**src/rtl/mem_pkg.sv**
```systemverilog
// rtl/mem_pkg.sv - shared types and constants for the memory stage
// State encoding, completion record layout and the "no instruction" ROB tag.
package mem_pkg;

   localparam int ROB_SIZE  = 32;
   localparam int ROB_TAG_W = $clog2(ROB_SIZE + 1);

   localparam logic [ROB_TAG_W-1:0] NO_ROB_TAG = '0;

   typedef enum logic [1:0] {
      IDLE     = 2'd0,
      MEM_WAIT = 2'd1,
      DRAIN    = 2'd2
   } mem_state_e;

   typedef struct packed {
      logic [64:0]          data;
      logic [3:0]           flags;
      logic [ROB_TAG_W-1:0] tag;
      logic                 saveCond;
   } comp_rec_t;

endpackage

```
**src/rtl/mem_stage_outreg.sv**
```systemverilog
// rtl/mem_stage_outreg.sv - completion output register
// Holds one single-cycle completion pulse; a flush in the pulse cycle hides it and zeroes the record.
module mem_stage_outreg
   import mem_pkg::*;
#(
   parameter int TAG_W = ROB_TAG_W
) (
   input  logic             clk,
   input  logic             rst,
   input  logic             flush,
   input  logic             capture,
   input  logic [63:0]      result,
   input  logic [3:0]       flags,
   input  logic [TAG_W-1:0] tag,
   input  logic             save_cond,
   output logic [64:0]      comp_data,
   output logic [3:0]       comp_flags,
   output logic [TAG_W-1:0] comp_tag,
   output logic             comp_save_cond
);

   logic             valid_q;
   logic [63:0]      data_q;
   logic [3:0]       flags_q;
   logic [TAG_W-1:0] tag_q;
   logic             save_q;
   logic             show;

   always_ff @(posedge clk or posedge rst) begin
      if (rst) begin
         valid_q <= 1'b0;
         data_q  <= '0;
         flags_q <= '0;
         tag_q   <= TAG_W'(NO_ROB_TAG);
         save_q  <= 1'b0;
      end else if (capture) begin
         valid_q <= 1'b1;
         data_q  <= result;
         flags_q <= flags;
         tag_q   <= tag;
         save_q  <= save_cond;
      end else begin
         valid_q <= 1'b0;
         data_q  <= '0;
         flags_q <= '0;
         tag_q   <= TAG_W'(NO_ROB_TAG);
         save_q  <= 1'b0;
      end
   end

   // A mispredict flush arriving while the pulse is on the wire cancels it.
   assign show           = valid_q & ~flush;
   assign comp_data      = show ? {1'b1, data_q} : 65'd0;
   assign comp_flags     = show ? flags_q : 4'd0;
   assign comp_tag       = show ? tag_q : TAG_W'(NO_ROB_TAG);
   assign comp_save_cond = show & save_q;

endmodule

```
**src/rtl/memory_stage.sv**
```systemverilog
// rtl/memory_stage.sv - pipeline stage between execute and completion
// ALU ops complete in one cycle; loads/stores run a req/ack transaction that is never abandoned.
module memory_stage
   import mem_pkg::*;
#(
   parameter int ROBsize    = 32,
   parameter int ROBsizeLog = $clog2(ROBsize + 1),
   parameter int STALL_W    = 16
) (
   input  logic                  clk_i,
   input  logic                  reset_i,
   input  logic                  flush_i,
   input  logic                  exValid_i,
   output logic                  exReady_o,
   input  logic [63:0]           exResult_i,
   input  logic [63:0]           exStoreData_i,
   input  logic [3:0]            exFlags_i,
   input  logic                  exSaveCond_i,
   input  logic                  exIsLoad_i,
   input  logic                  exIsStore_i,
   input  logic [ROBsizeLog-1:0] exROBTag_i,
   output logic                  memReq_o,
   output logic                  memWe_o,
   output logic [63:0]           memAddr_o,
   output logic [63:0]           memWData_o,
   input  logic                  memAck_i,
   input  logic [63:0]           memRData_i,
   output logic [64:0]           dataToComp_o,
   output logic [3:0]            flagsToComp_o,
   output logic [ROBsizeLog-1:0] ROBTagToComp_o,
   output logic                  saveCondToComp_o,
   output logic [STALL_W-1:0]    memStallCount_o
);

   mem_state_e            state;
   logic                  lat_load;
   logic [3:0]            lat_flags;
   logic [ROBsizeLog-1:0] lat_tag;
   logic                  lat_save;

   logic                  accept;
   logic                  is_bubble;
   logic                  is_mem;
   logic                  mem_start;
   logic                  alu_done;
   logic                  mem_done;

   logic                  cap;
   logic [63:0]           cap_data;
   logic [3:0]            cap_flags;
   logic [ROBsizeLog-1:0] cap_tag;
   logic                  cap_save;

   assign exReady_o = (state == IDLE);
   assign accept    = exValid_i & exReady_o & ~flush_i;
   assign is_bubble = (exROBTag_i == ROBsizeLog'(NO_ROB_TAG));
   assign is_mem    = exIsLoad_i | exIsStore_i;
   assign mem_start = accept & ~is_bubble & is_mem;
   assign alu_done  = accept & ~is_bubble & ~is_mem;
   assign mem_done  = (state == MEM_WAIT) & memAck_i & ~flush_i;

   always_comb begin
      cap       = alu_done | mem_done;
      cap_data  = 64'd0;
      cap_flags = lat_flags;
      cap_tag   = lat_tag;
      cap_save  = lat_save;
      if (alu_done) begin
         cap_data  = exResult_i;
         cap_flags = exFlags_i;
         cap_tag   = exROBTag_i;
         cap_save  = exSaveCond_i;
      end else if (lat_load) begin
         cap_data  = memRData_i;
      end
   end

   always_ff @(posedge clk_i or posedge reset_i) begin
      if (reset_i) begin
         state           <= IDLE;
         memReq_o        <= 1'b0;
         memWe_o         <= 1'b0;
         memAddr_o       <= '0;
         memWData_o      <= '0;
         lat_load        <= 1'b0;
         lat_flags       <= '0;
         lat_tag         <= ROBsizeLog'(NO_ROB_TAG);
         lat_save        <= 1'b0;
         memStallCount_o <= '0;
      end else begin
         case (state)
            IDLE: begin
               if (mem_start) begin
                  state      <= MEM_WAIT;
                  memReq_o   <= 1'b1;
                  memWe_o    <= ~exIsLoad_i;
                  memAddr_o  <= exResult_i;
                  memWData_o <= exStoreData_i;
                  lat_load   <= exIsLoad_i;
                  lat_flags  <= exFlags_i;
                  lat_tag    <= exROBTag_i;
                  lat_save   <= exSaveCond_i;
               end
            end
            MEM_WAIT: begin
               if (memStallCount_o != '1)
                  memStallCount_o <= memStallCount_o + STALL_W'(1);
               if (memAck_i) begin
                  state      <= IDLE;
                  memReq_o   <= 1'b0;
                  memWe_o    <= 1'b0;
                  memAddr_o  <= '0;
                  memWData_o <= '0;
               end else if (flush_i) begin
                  state <= DRAIN;
               end
            end
            DRAIN: begin
               // Flushed op: finish the bus handshake but report nothing.
               if (memAck_i) begin
                  state      <= IDLE;
                  memReq_o   <= 1'b0;
                  memWe_o    <= 1'b0;
                  memAddr_o  <= '0;
                  memWData_o <= '0;
               end
            end
            default: begin
               state    <= IDLE;
               memReq_o <= 1'b0;
            end
         endcase
      end
   end

   mem_stage_outreg #(
      .TAG_W(ROBsizeLog)
   ) u_outreg (
      .clk            (clk_i),
      .rst            (reset_i),
      .flush          (flush_i),
      .capture        (cap),
      .result         (cap_data),
      .flags          (cap_flags),
      .tag            (cap_tag),
      .save_cond      (cap_save),
      .comp_data      (dataToComp_o),
      .comp_flags     (flagsToComp_o),
      .comp_tag       (ROBTagToComp_o),
      .comp_save_cond (saveCondToComp_o)
   );

endmodule

```
**config.mk**
```make
export PLATFORM = sky130hd
export DESIGN_NAME = memory_stage
export DESIGN_NICKNAME = d
export VERILOG_FILES = /design/src/rtl/mem_pkg.sv /design/src/rtl/mem_stage_outreg.sv /design/src/rtl/memory_stage.sv
export SDC_FILE = /design/constraint.sdc
export NUM_CORES = 1
export LEC_CHECK = 0
export CORE_MARGIN = 2
export CORE_UTILIZATION = 40
export CTS_CLUSTER_DIAMETER = 80
export DETAILED_ROUTE_END_ITERATION = 12
export PLACE_DENSITY = 0.83
export SLEW_MARGIN = 10
export SYNTH_ARGS = -nofsm -noshare
export SYNTH_HDL_FRONTEND = slang
export SYNTH_HIERARCHICAL = 1
export SYNTH_SLANG_ARGS = --single-unit
```
**constraint.sdc**
```tcl
create_clock -name clk_i -period 7.2 [get_ports clk_i]
set_input_delay 1.44 -clock clk_i [delete_from_list [all_inputs] [get_ports clk_i]]
set_output_delay 1.44 -clock clk_i [all_outputs]
set_load 0.005 [all_outputs]
```
Word level (Yosys, flattened, before mapping). Index checks and enable logic that the tools add are counted.

Register bits: 236. Input port bits: 210. Output and inout port bits: 223. Logic and storage cells: 75.

$add $sub $neg: 1. Equal/unequal tests: 7. Mux-type cells: 28. Bitwise gates (word level): 15. Reductions and logical operators: 9.

Operator list (count): $mux W64 (6); $pmux W64 S2 (2); $mux W65 (1); $mux W6 (3); $add A16 B1 Y16 const B (1); $ne A16 B16 Y1 const B (1); $mux W4 (3); $and A1 B1 Y1 (9); $mux W2 (4); $logic_not A6 Y1 (1); $mux W1 (6); $pmux W2 S3 (1); $reduce_and A2 Y1 (3); $reduce_and A3 Y1 (2); $ne A2 B1 Y1 const B (2); $not A1 Y1 (4); $pmux W1 S2 (2); $ne A3 B3 Y1 const B (1); $eq A2 B1 Y1 const B (1); $eq A2 B2 Y1 const B (1); $logic_not A2 Y1 (1); $ne A2 B2 Y1 const B (1); $or A1 B1 Y1 (2); $reduce_bool A2 Y1 (1); $reduce_or A2 Y1 (1).

Depth between registers and ports, before layout.
Word-level depth: 7. Gate-level depth with buffers: 9. Depth with buffers taken out: 7.

By module. The synthesis kept the hierarchy.

Modules (own cells, without submodules): memory_stage (instances 1, cells an instance 647, area an instance 7395.8 sq um, seq. area each 4003.8 sq um); mem_stage_outreg (instances 1, cells an instance 253, area an instance 3225.6 sq um, seq. area each 1901.8 sq um).

Worst setup path before layout. OpenSTA, ideal clock, no wires.

Path type: input -> output. Start: input port flush_i. End: output port dataToComp_o[23]. Data arrival time: 1.880 ns. Required time: 5.760 ns. Slack: 3.880 ns. Stages on the path: 3. Buffers on the path: 2. Cell sequence: buf_6 > buf_6 > and3b_1.

Longest elaborated chain between the ends: 3.

Ends and longest elaborated chain: start: declaration (line memory_stage.sv:12) `input logic flush_i,`; $not A1 Y1 (line mem_stage_outreg.sv:52) `assign show = valid_q & ~flush;`; $and A1 B1 Y1 (line mem_stage_outreg.sv:52); $mux W65 (line mem_stage_outreg.sv:53) `assign comp_data = show ? {1'b1, data_q} : 65'd0;`; end: declaration (line memory_stage.sv:28) `output logic [64:0] dataToComp_o,`.

No other way between the ends.

Worst setup path after layout.
Start: input port flush_i. End: output port dataToComp_o[13].

Same word-level chain as after synthesis.

==> Flow_metrics.wiki <==
{| class="wikitable"
! Metric !! Value
|-
| Overall routed net length || 32.6 mm
|-
| Syn_area_per_cell || approximately 12 µm²
|-
| Post-synthesis share of cell area spent on xor and xnor gates || less than 1%
|-
| Buffers inserted during post-CTS setup optimization || 0
|-
| Most frequent standard cell in the layout excluding fill and tap cells || clkdlybuf4s50_1
|-
| Logic pwr share || between 30 and 40%
|-
| Net switching fraction of the power || between 30% and 40%
|-
| FP Rows || 59
|-
| Hold buffer count at cts || 0
|-
| Average routed wire per standard cell || approximately 20 µm
|-
| Total setup violations reported at the end of the flow || 0
|-
| Share of the yosys chip area belonging to registers || about 56%
|-
| Layout cells sized above 1 || 7.08%
|-
| Data arrival, critical path || between 2 and 3 ns
|-
| Static leakage || roughly 7.4 nW
|-
| Antenna violations before repair || 3
|-
| Via count of the first global-routing pass || approximately 8.9k
|-
| RSZ-0062 raised after global routing || false
|-
| Area of the die || ~28000 µm²
|-
| Final Instance Count excl. Fillers || around 1.6k
|-
| Clock Tree Root || clkbuf_16
|-
| Initial DRC Count || between 600 and 700
|-
| Async S/R FF share, synth || 100%
|-
| Maximum number of pins on one net before global-route repair || 95
|-
| Share of the clock period used by the worst path || about 59%
|-
| TritonCTS clock tree || built
|-
| Fill cell total of the finished layout || slightly above 2k
|-
| Number of endpoints with negative hold slack in the final report || 0
|-
| Cell area power density || 325 nW/µm²
|-
| CP endpoint kind || output port
|-
| Largest buffer count on any clock path || 3
|-
| Worst-path clk slew || 0.06 ns
|-
| Vias || approximately 8.6k
|-
| Max Slew Vio Count || 0
|-
| Clock period minus worst slack || roughly 4.3 ns
|-
| Share of synthesized cell area in and, or, nand and nor gates || ~16%
|-
| H-tree levels || 1
|-
| IO Pins || about 430
|-
| Worst endpoint required time || between 5 and 6 ns
|-
| Synth Cell Area || between 10000 and 15000 µm²
|-
| Global-route wire length before repair || ~51 mm
|-
| DRT antenna net count || 0
|-
| Compound-Gate Fraction of Synth Area || approximately 15%
|-
| Highest-count cells in the layout ignoring fill and taps || 431 x clkdlybuf4s50_1, 234 x dfrtp_1, 130 x a22o_1
|-
| Max Fanout on Critical Path || 79
|-
| Core Region || 26100 µm²
|-
| Via-per-instance ratio || ~5.2
|-
| Chip width || around 170 µm
|-
| Nets || between 1.5k and 2k
|-
| Rel. slew slack || between 10% and 20%
|-
| Total negative slack || 0 ns
|-
| Relative area change from synthesis to final layout || 48.6%
|-
| Number of buffers created by CTS || 27
|-
| Clock group share of total power || between 20% and 30%
|-
| Distinct cell type count of the synthesized netlist || 44
|-
| DP HPWL || 22.2 mm
|-
| Post-CTS Resized || 0
|-
| Register share of total power || between 30% and 40%
|-
| Post-synthesis net count || 1115
|-
| Cells after synthesis || 900
|-
| Number of cells after detailed placement || around 1.6k
|-
| RePlAce Congestion || about 0.85
|-
| Post-Place Cell Area || 14800 µm²
|-
| Net switching component of the power || approximately 1.6 mW
|-
| Final instance area || 15800 µm²
|-
| # Max-Cap Violations || 0
|-
| Worst-margin pin slew || 1.22 ns
|-
| Combinational family with the most area after synthesis || simple AND/OR/NAND/NOR gates
|-
| Initial core utilization || about two fifths
|-
| Min-delay worst type || reg2reg
|-
| Warnings from Yosys || 6
|-
| Flop and latch count out of synthesis || 236
|-
| Outcome || finished, final reports clean
|-
| Overall fraction of global-route tracks in use || between 20% and 30%
|-
| Mux cell area share after synthesis || under 10%
|-
| Setup Crit Path Kind || in2out
|-
| Fin Clk Skew || between 0.01 and 0.015 ns
|-
| Drc violations || 0
|-
| Clock Latency Late Sink || ~0.53 ns
|-
| Maximum vdd drop || ~0.23 mV
|-
| Maximum frequency from static timing analysis || about 0.23 GHz
|-
| Post-synthesis share of cell area spent on full adders, half adders and majority gates || 0.589%
|-
| Min Hold Slack || around 0.5 ns
|-
| Top_reg_cell synth || dfrtp_1
|-
| Sink Count || ~240
|-
| Number of synthesized flops with an enable pin || 0
|-
| Port Buf Inserts || 432
|-
| Kind of launch point of the worst setup path || input port
|-
| Internal Pwr Total || around 3.5 mW
|-
| Die Y-Extent || between 150 and 200 µm
|-
| Remaining Overflow, GRT || 0
|-
| Total iterations of the first detailed-routing run || 4
|}
[flip-flops by register name, summed over array words and instances (netlist names)]
register          count
lat_save              1
memStallCount_o      16
memAddr_o            64
u_outreg/data_q      64
lat_flags             4
memWe_o               1
lat_tag               6
u_outreg/save_q       1
memWData_o           64
memReq_o              1
u_outreg/flags_q      4
state                 2
u_outreg/tag_q        6
u_outreg/valid_q      1
lat_load              1
[synthesized netlist by cell type, types with 2 or more instances]
master | number | share of area [%]
buf_4 | 14 | 0.99
and4_1 | 3 | 0.25
nand4_1 | 6 | 0.35
inv_1 | 72 | 2.5
nor2_1 | 9 | 0.32
clkbuf_2 | 5 | 0.24
o211ai_1 | 2 | 0.14
buf_2 | 11 | 0.52
clkbuf_1 | 5 | 0.18
a22o_1 | 130 | 11
buf_1 | 6 | 0.21
mux2_2 | 13 | 1.4
xnor2_1 | 9 | 0.74
nand2_1 | 5 | 0.18
o21ai_0 | 5 | 0.24
mux2_4 | 11 | 1.6
o21ai_1 | 61 | 2.9
o2111ai_1 | 3 | 0.25
nand2b_1 | 5 | 0.29
and3b_1 | 75 | 6.2
ha_1 | 5 | 0.59
buf_6 | 35 | 3.7
a21oi_1 | 5 | 0.24
a31oi_1 | 2 | 0.12
and2_1 | 76 | 4.5
nand3_1 | 73 | 3.4
nor2b_1 | 2 | 0.12
dfrtp_1 | 236 | 56
[metal layers]
| metal | part of all wire [%] | vias to the layer above | global-route usage [%] | wire, µm |
|---|---|---|---|---|
| met5 | 0.040 | - | 0 | 13 |
| met3 | 8.2 | 72 | 6.04 | 2670 |
| met1 | 39 | 4209 | 27.5 | 12600 |
| li1 | - | 3966 | - | - |
| met4 | 3.3 | 2 | 8.13 | 1070 |
| met2 | 50 | 361 | 38.7 | 16200 |
[power groups by stage]
stage               clock network, mW  logic, mW  registers [mW]
global placement                    0       1.66            1.98
detailed placement                  0       1.70            1.99
finish                           1.46       1.69            1.98
global route                     1.54       1.83            2.03
CTS                              1.49       1.71            1.98
floorplan                           0      0.901            1.91
[worst max-delay path, stage by stage]
cell and delay [ns]:
buf_2 0.07, buf_4 0.52, and3b_1 0.27, clkdlybuf4s50_1 0.48
[area by class of cell]
type                            count  area, µm²  share of cell area [%]
Sequential cell                   236       5910                    37.4
Clock buffer                       33        748                    4.74
Multi-Input combinational cell    516       3840                    24.3
Timing Repair Buffer              440       4380                    27.8
Antenna cell                        1       2.50                  0.0159
Tap cell                          335        419                    2.66
Clock inverter                     16        208                    1.32
Inverter                           72        277                    1.75
[cells by family after synthesis]
logic type      after synthesis
compound gates              212
fa+ha+maj                     5
mux                          26
buf+inv                     148
flops                       236
xor+xnor                     10
simple gates                263
[stage by stage]
step	setup WS, ns	utilization (%)	power (mW)
floorplan	1.44	-	2.81
global placement	2.71	56.9	3.64
detailed placement	2.64	56.9	3.69
CTS	2.91	60.5	5.18
global route	2.84	60.5	5.40
finish	2.93	60.6	5.12
[final timing paths]
check                               start  depth (start not counted)  slack (ns)                to
hold / removal             memWData_o[27]                          1        0.50    memWData_o[27]
min in group asynchronous         reset_i                          2        1.49     memAddr_o[47]
max in group asynchronous         reset_i                          3        4.17          lat_load
hold reg to reg            memWData_o[27]                          1        0.50    memWData_o[27]
setup reg to reg                 state[0]                          7        3.92     memAddr_o[12]
setup / recovery                  flush_i                          4        2.93  dataToComp_o[13]
No activity file was read; power rests on OpenSTA's default activity.
